`src/rtl/mc14500b_sequencer_pkg.sv`:
```
// Purpose: shared opcode/state types and helpers for the MC14500B program sequencer.
// Latency: n/a (types and pure functions only).
// Backpressure: n/a.
//
// Contents: opcode_t covers all 16 MC14500B codes; seq_state_t is the
// sequencer FSM; is_ctrl_op() flags opcodes that change control flow.
package mc14500b_sequencer_pkg;

  localparam int OPC_W = 4;

  typedef enum logic [OPC_W-1:0] {
    OP_NOPO = 4'h0,
    OP_LD   = 4'h1,
    OP_LDC  = 4'h2,
    OP_AND  = 4'h3,
    OP_ANDC = 4'h4,
    OP_OR   = 4'h5,
    OP_ORC  = 4'h6,
    OP_XNOR = 4'h7,
    OP_STO  = 4'h8,
    OP_STOC = 4'h9,
    OP_IEN  = 4'hA,
    OP_OEN  = 4'hB,
    OP_JMP  = 4'hC,
    OP_RTN  = 4'hD,
    OP_SKZ  = 4'hE,
    OP_NOPF = 4'hF
  } opcode_t;

  typedef enum logic [1:0] {
    IDLE  = 2'd0,
    FETCH = 2'd1,
    EXEC  = 2'd2,
    HALT  = 2'd3
  } seq_state_t;

  // SKZ is deliberately absent: the core handles it by raising proc_skip on
  // the following instruction, so the sequencer treats it as a plain opcode.
  function automatic logic is_ctrl_op(input opcode_t op);
    return (op == OP_JMP) || (op == OP_RTN) || (op == OP_NOPF);
  endfunction

endpackage

```
`src/rtl/mc14500b_sequencer_if.sv`:
```
// Purpose: ROM fetch bus plus core instruction bus of the MC14500B sequencer.
// Latency: prog_data is expected one cycle after prog_addr (synchronous ROM).
// Backpressure: none; the core can only suppress via proc_skip.
//
// master (sequencer): drives prog_addr, instr, instr_addr, instr_valid;
//                     receives prog_data (ROM) and proc_skip (core).
// slave  (ROM/core) : the mirror image.
interface mc14500b_sequencer_if #(
  parameter int ADDR_W = 8
);
  logic [ADDR_W-1:0] prog_addr;
  logic [ADDR_W+3:0] prog_data;
  logic [3:0]        instr;
  logic [ADDR_W-1:0] instr_addr;
  logic              instr_valid;
  logic              proc_skip;

  modport master (
    output prog_addr, instr, instr_addr, instr_valid,
    input  prog_data, proc_skip
  );

  modport slave (
    input  prog_addr, instr, instr_addr, instr_valid,
    output prog_data, proc_skip
  );
endinterface

```
`src/rtl/mc14500b_sequencer_seq_return_stack.sv`:
```
// Purpose: return-address LIFO for JMP (call) / RTN (return).
// Latency: push/pop take effect at the next clock; top_data is combinational.
// Backpressure: push when full and pop when empty are silently ignored.
//
// Ports: clk, rst (async active-low, clears sp only), push/push_data,
//        pop, top_data (entry at sp-1), full (sp==DEPTH), empty (sp==0).
module seq_return_stack #(
  parameter int DEPTH  = 4,
  parameter int DATA_W = 8
) (
  input  logic              clk,
  input  logic              rst,
  input  logic              push,
  input  logic [DATA_W-1:0] push_data,
  input  logic              pop,
  output logic [DATA_W-1:0] top_data,
  output logic              full,
  output logic              empty
);

  localparam int IDX_W = $clog2(DEPTH);
  localparam int SP_W  = IDX_W + 1;

  logic [SP_W-1:0]   sp_q, sp_d, sp_m1;
  logic [DATA_W-1:0] mem_q [DEPTH];
  logic [DATA_W-1:0] mem_d [DEPTH];

  assign full     = (sp_q == SP_W'(DEPTH));
  assign empty    = (sp_q == '0);
  assign sp_m1    = sp_q - SP_W'(1);
  assign top_data = mem_q[sp_m1[IDX_W-1:0]];

  always_comb begin
    sp_d  = sp_q;
    mem_d = mem_q;
    if (push && !full) begin
      mem_d[sp_q[IDX_W-1:0]] = push_data;
      sp_d                   = sp_q + SP_W'(1);
    end else if (pop && !empty) begin
      sp_d = sp_m1;
    end
  end

  always_ff @(posedge clk or negedge rst) begin
    if (!rst) begin
      sp_q <= '0;
    end else begin
      sp_q <= sp_d;
    end
  end

  // Contents are not reset: with sp back at 0 stale entries are unreachable.
  always_ff @(posedge clk) begin
    mem_q <= mem_d;
  end

endmodule

```
`src/rtl/mc14500b_sequencer.sv`:
```
// Purpose: program sequencer (PC, call/return stack, halt) for the MC14500B core.
// Latency: 2 cycles per instruction (FETCH drives prog_addr, EXEC presents instr).
// Backpressure: none; proc_skip only turns the current instruction into pc+1.
//
// Ports: clk, rst (async active-low), start (pulse: IDLE->run, HALT->resume),
//        bus (master side of mc14500b_sequencer_if: ROM + core buses),
//        pc, halted, busy, stack_ovf / stack_unf (sticky, cleared on IDLE start).
module mc14500b_sequencer
  import mc14500b_sequencer_pkg::*;
#(
  parameter int ADDR_W      = 8,
  parameter int STACK_DEPTH = 4
) (
  input  logic                 clk,
  input  logic                 rst,
  input  logic                 start,
  mc14500b_sequencer_if.master bus,
  output logic [ADDR_W-1:0]    pc,
  output logic                 halted,
  output logic                 busy,
  output logic                 stack_ovf,
  output logic                 stack_unf
);

  seq_state_t        state_q, state_d;
  logic [ADDR_W-1:0] pc_q, pc_d;
  logic [ADDR_W-1:0] instr_addr_q, instr_addr_d;
  logic              ovf_q, ovf_d;
  logic              unf_q, unf_d;

  opcode_t           op;
  logic [ADDR_W-1:0] field;
  logic [ADDR_W-1:0] pc_inc;
  logic              in_exec;

  logic              stk_push, stk_pop;
  logic              stk_full, stk_empty;
  logic [ADDR_W-1:0] stk_top;

  assign op      = opcode_t'(bus.prog_data[ADDR_W +: OPC_W]);
  assign field   = bus.prog_data[ADDR_W-1:0];
  assign pc_inc  = pc_q + ADDR_W'(1);  // wraps modulo 2^ADDR_W
  assign in_exec = (state_q == EXEC);

  seq_return_stack #(
    .DEPTH  (STACK_DEPTH),
    .DATA_W (ADDR_W)
  ) u_stack (
    .clk       (clk),
    .rst       (rst),
    .push      (stk_push),
    .push_data (pc_inc),
    .pop       (stk_pop),
    .top_data  (stk_top),
    .full      (stk_full),
    .empty     (stk_empty)
  );

  always_comb begin
    state_d      = state_q;
    pc_d         = pc_q;
    instr_addr_d = instr_addr_q;
    ovf_d        = ovf_q;
    unf_d        = unf_q;
    stk_push     = 1'b0;
    stk_pop      = 1'b0;

    case (state_q)
      IDLE: begin
        if (start) begin
          state_d = FETCH;
          ovf_d   = 1'b0;
          unf_d   = 1'b0;
        end
      end

      FETCH: state_d = EXEC;

      EXEC: begin
        instr_addr_d = field;
        state_d      = FETCH;
        pc_d         = pc_inc;
        // A skipped instruction is a pure pc+1, whatever its opcode.
        if (!bus.proc_skip && is_ctrl_op(op)) begin
          case (op)
            OP_JMP: begin
              // The jump always happens; only the push is dropped when full.
              pc_d = field;
              if (stk_full) begin
                ovf_d = 1'b1;
              end else begin
                stk_push = 1'b1;
              end
            end
            OP_RTN: begin
              if (stk_empty) begin
                unf_d = 1'b1;
              end else begin
                stk_pop = 1'b1;
                pc_d    = stk_top;
              end
            end
            OP_NOPF: state_d = HALT;
            default: ;
          endcase
        end
      end

      HALT: begin
        // Resume keeps the sticky flags; only a fresh start from IDLE clears them.
        if (start) begin
          state_d = FETCH;
        end
      end

      default: state_d = IDLE;
    endcase
  end

  always_ff @(posedge clk or negedge rst) begin
    if (!rst) begin
      state_q      <= IDLE;
      pc_q         <= '0;
      instr_addr_q <= '0;
      ovf_q        <= 1'b0;
      unf_q        <= 1'b0;
    end else begin
      state_q      <= state_d;
      pc_q         <= pc_d;
      instr_addr_q <= instr_addr_d;
      ovf_q        <= ovf_d;
      unf_q        <= unf_d;
    end
  end

  // prog_addr follows pc; the ROM is only consumed on the EXEC after FETCH.
  assign bus.prog_addr   = pc_q;
  assign bus.instr       = in_exec ? op : OP_NOPO;
  assign bus.instr_addr  = in_exec ? field : instr_addr_q;
  assign bus.instr_valid = in_exec;

  assign pc        = pc_q;
  assign halted    = (state_q == HALT);
  assign busy      = (state_q == FETCH) || in_exec;
  assign stack_ovf = ovf_q;
  assign stack_unf = unf_q;

endmodule

```
`src/flat_wrapper.sv`:
```
// flat-port wrapper written by rule: the top's interface ports become plain ports
module mc14500b_sequencer_flat import mc14500b_sequencer_pkg::*;
#(
  parameter int ADDR_W      = 8,
  parameter int STACK_DEPTH = 4
)
  (clk, rst, start, pc, halted, busy, stack_ovf, stack_unf, bus_prog_addr, bus_instr, bus_instr_addr, bus_instr_valid, bus_prog_data, bus_proc_skip);
  mc14500b_sequencer_if #(.ADDR_W(ADDR_W)) bus_i ();
  input  logic clk;
  input  logic rst;
  input  logic start;
  output logic [ADDR_W-1:0] pc;
  output logic halted;
  output logic busy;
  output logic stack_ovf;
  output logic stack_unf;
  output wire logic [$bits(bus_i.prog_addr)-1:0] bus_prog_addr;
  output wire logic [$bits(bus_i.instr)-1:0] bus_instr;
  output wire logic [$bits(bus_i.instr_addr)-1:0] bus_instr_addr;
  output wire logic [$bits(bus_i.instr_valid)-1:0] bus_instr_valid;
  input wire logic [$bits(bus_i.prog_data)-1:0] bus_prog_data;
  input wire logic [$bits(bus_i.proc_skip)-1:0] bus_proc_skip;
  assign bus_prog_addr = bus_i.prog_addr;
  assign bus_instr = bus_i.instr;
  assign bus_instr_addr = bus_i.instr_addr;
  assign bus_instr_valid = bus_i.instr_valid;
  assign bus_i.prog_data = bus_prog_data;
  assign bus_i.proc_skip = bus_proc_skip;
  mc14500b_sequencer #(.ADDR_W(ADDR_W), .STACK_DEPTH(STACK_DEPTH)) u_core (.clk(clk), .rst(rst), .start(start), .bus(bus_i), .pc(pc), .halted(halted), .busy(busy), .stack_ovf(stack_ovf), .stack_unf(stack_unf));
endmodule
```
`config.mk`:
```
export PLATFORM = sky130hd
export DESIGN_NAME = mc14500b_sequencer_flat
export DESIGN_NICKNAME = d
export VERILOG_FILES = /design/src/rtl/mc14500b_sequencer_pkg.sv /design/src/rtl/mc14500b_sequencer_if.sv /design/src/rtl/mc14500b_sequencer_seq_return_stack.sv /design/src/rtl/mc14500b_sequencer.sv /design/src/flat_wrapper.sv
export SDC_FILE = /design/constraint.sdc
export NUM_CORES = 1
export LEC_CHECK = 0
export BUFFER_PORTS_ARGS = -buffer_cell sky130_fd_sc_hd__buf_2
export CAP_MARGIN = 15
export CORE_ASPECT_RATIO = 0.7
export CORE_UTILIZATION = 45
export DETAILED_ROUTE_END_ITERATION = 16
export GPL_TIMING_DRIVEN = 0
export MAX_ROUTING_LAYER = met4
export PLACE_DENSITY = 0.67
export SLEW_MARGIN = 0
export SYNTH_ARGS = -nofsm -noshare
export SYNTH_HDL_FRONTEND = slang
export SYNTH_SLANG_ARGS = --single-unit
```
`constraint.sdc`:
```
create_clock -name clk -period 3.15 [get_ports clk]
set_clock_uncertainty 0.1 [all_clocks]
set_input_delay 0.63 -clock clk [delete_from_list [all_inputs] [get_ports clk]]
set_output_delay 0.63 -clock clk [all_outputs]
set_load 0.02 [all_outputs]
```
==> impl_metrics.json <==
{
  "rsz0062_at_grt": "false",
  "status": "complete, no violations",
  "ys_seq_elements": 55,
  "placed_area_um2": 3020,
  "path_class": "register to primary output",
  "path_clk_slew_ns": 0.10,
  "syn-cell-area_um2": 2700,
  "layout_common_cells": "50 x buf_2, 32 x edfxtp_1, 23 x dfrtp_1",
  "antenna_found_initial": 0,
  "setup_viol": 0,
  "drt_wl_total_um": 5470,
  "start_kind": "register",
  "fp.dieH_um": 66.8,
  "grt_pass1_vias": 1575,
  "tightest_slew_ns": 0.665,
  "num_antenna_cells": 0,
  "cts.root.buffer_cell": "clkbuf_8",
  "p_clk_share_pct": 13.6,
  "fmax_mhz": 343,
  "cp-end-kind": "primary output",
  "cp.required_ns": 2.42,
  "fp.coreArea_um2": 5760,
  "finalSetupTns_ns": 0,
  "clockBufferDepth": 2,
  "fillCellCount": 501,
  "vias": 1773,
  "hold_buffers": 0,
  "r2r-start": "u_core.state_q[0]",
  "drv_cap": 0,
  "layout.nets": 276,
  "dieArea_um2": 6310,
  "pwr-share-comb_pct": 47.7,
  "grt_max_degree": 24,
  "ff2ff_path_depth": 6,
  "maxSlewViolCount": 0,
  "fin_util_pct": 54.0,
  "drtAntennaViolNets": 0,
  "p_switching_mw": 1.16,
  "io_buffers": 47,
  "power.internal_mw": 1.68,
  "synth_cell_type_count": 46,
  "final_common_cell": "buf_2",
  "clk-insertion-delay-late_ns": 0.31,
  "max_stage_delay_ns": 0.43,
  "critPathMostFrequentCell": "buf_2",
  "period_share_pct": 92.5,
  "crit_chain": "inv_1 > ha_1 > buf_2 > clkbuf_1 > and2_2 > buf_2",
  "htree_levels": 2,
  "gr-usage-all-layers_pct": 19.3,
  "syn_inst": 197,
  "drt_iter0_drc": 105,
  "crit_family": "buffers and inverters",
  "cts_buffers": 5,
  "leakage_nw": 1.28,
  "synth_edf_count": 32,
  "overflow": 0,
  "syn_nets": 223,
  "reg2reg_to": "u_core.u_stack.mem_q[2]",
  "io_pins": 49,
  "ys.flop_type": "edfxtp_1",
  "dpl.hpwl_um": 4080,
  "path_buf_inv": 4,
  "hp-class": "input port to async pin",
  "cts_sinks": 55,
  "layout-drive-gt1-share_pct": 36.7,
  "reg2reg_slack_ns": 0.37,
  "cp_max_fo": 18,
  "pwr_density_cell_nw_per_um2": 913,
  "firstDrtPassIters": 4,
  "rows": 23,
  "worst_hold_slack_ns": 0.196,
  "worst_ep_arrival_time_ns": 2.18,
  "die_width_um": 94.5,
  "ir_drop_mv": 0.485,
  "seqPwrFrac_pct": 38.7,
  "cts_resized": 0,
  "fin_crit_ns": 2.91,
  "crit_slowest_cell": "dfrtp_1",
  "grt_pass1_wl_um": 8490,
  "yosysSeqAreaShare_pct": 57.0,
  "netlist.area_leader.share_pct": 35.7,
  "avgRoutedWirePerCell_um": 16.8,
  "routed_via_density": 5.44,
  "tritoncts": "built",
  "total_power_mw": 2.84,
  "start_util_pct": 46.8,
  "avgSynthCellArea_um2": 13.7,
  "yosys_warnings": 0,
  "synth_area_leaders": "edfxtp_1 36%, dfrtp_1 21%, mux4_2 6.7%",
  "gp_congestion": 0.832,
  "areaGrowthSynthToFinish_pct": 15.4,
  "final_area_um2": 3110,
  "yosysTopAreaCell": "edfxtp_1",
  "hold_violations": 0,
  "swShare_pct": 40.7,
  "drc": 0,
  "post_cts_buffers": 0,
  "relSlewSlack_pct": 55.7,
  "async_flop_share_pct": 41.8
}
synthesized netlist by cell type (all sizes together) (4+ instances only):
master / number
nor2: 8
a21oi: 6
dfrtp: 23
nand2: 7
a22oi: 6
xnor2: 6
and2: 8
clkbuf: 5
mux2: 8
nand4: 4
nand3: 5
buf: 13
edfxtp: 32
o21ai: 4
inv: 11
ha: 10
mux4: 8
area by class of cell:
type | count | area [um^2] | area share, %
sequential | 55 | 1540 | 49.4
tap | 75 | 93.8 | 3.02
multi-input combinational | 113 | 1000 | 32.2
timing repair buffer | 47 | 235 | 7.56
clock buffer | 6 | 72.6 | 2.33
inverter | 11 | 41.3 | 1.33
buffer | 17 | 113 | 3.62
clock inverter | 2 | 17.5 | 0.563
worst max path at each step:
stage                            from           endpoint  slack, ns  cells past startpoint
finish              u_core.state_q[0]       bus_instr[1]       0.24                      6
global route        u_core.state_q[0]       bus_instr[1]       0.09                      6
CTS                 u_core.state_q[0]       bus_instr[1]       0.23                      6
detailed placement  u_core.state_q[0]  bus_instr_addr[3]       0.35                      6
global placement    u_core.state_q[0]  bus_instr_addr[3]       0.38                      6
floorplan           u_core.state_q[0]  bus_instr_addr[0]       0.72                      5
flip-flops by register name (all words and copies together), names as in the netlist:
signal / cells
u_core.u_stack.sp_q: 3
u_core.u_stack.mem_q: 32
u_core.stack_unf: 1
u_core.state_q: 2
u_core.bus.prog_addr: 8
u_core.instr_addr_q: 8
u_core.stack_ovf: 1
worst register-to-register path: stages, from the launching register on:
cell,delay [ns]
dfrtp_1,0.43
inv_1,0.10
ha_1,0.20
buf_2,0.40
inv_1,0.28
a2111oi_4,0.58
and2_2,0.39
power by group through the flow:
| stage | combinational, mW | sequential [mW] | clock (mW) |
|---|---|---|---|
| floorplan | 0.936 | 1.14 | 0 |
| global placement | 1.35 | 1.11 | 0 |
| detailed placement | 1.36 | 1.12 | 0 |
| CTS | 1.36 | 1.10 | 0.397 |
| global route | 1.48 | 1.12 | 0.419 |
| finish | 1.35 | 1.10 | 0.386 |
metal layers:
metal,vias up,wire length [um],GRT usage [%]
met5,-,0,-
met4,0,36,3.98
met3,4,283,3.77
met2,60,2400,27.9
met1,876,2760,28.5
li1,833,-,-
per-stage QoR:
step	cells	worst slack, ns
after global placement	319	0.383
after detailed placement	319	0.347
after global routing	326	0.0869
after CTS	326	0.228
after floorplan	197	0.723
final	326	0.237
kinds of logic (layout without fill, tap and decap cells):
family | count (synthesis) | after routing | share of synthesized area [%]
compound gates | 33 | 33 | 9.47
xor+xnor | 8 | 8 | 2.60
fa+ha+maj | 10 | 10 | 4.64
buf+inv | 29 | 83 | 5.85
flops | 55 | 55 | 57.0
mux | 17 | 17 | 10.4
simple gates | 45 | 45 | 10.0
(Power assumes the default switching activity.)
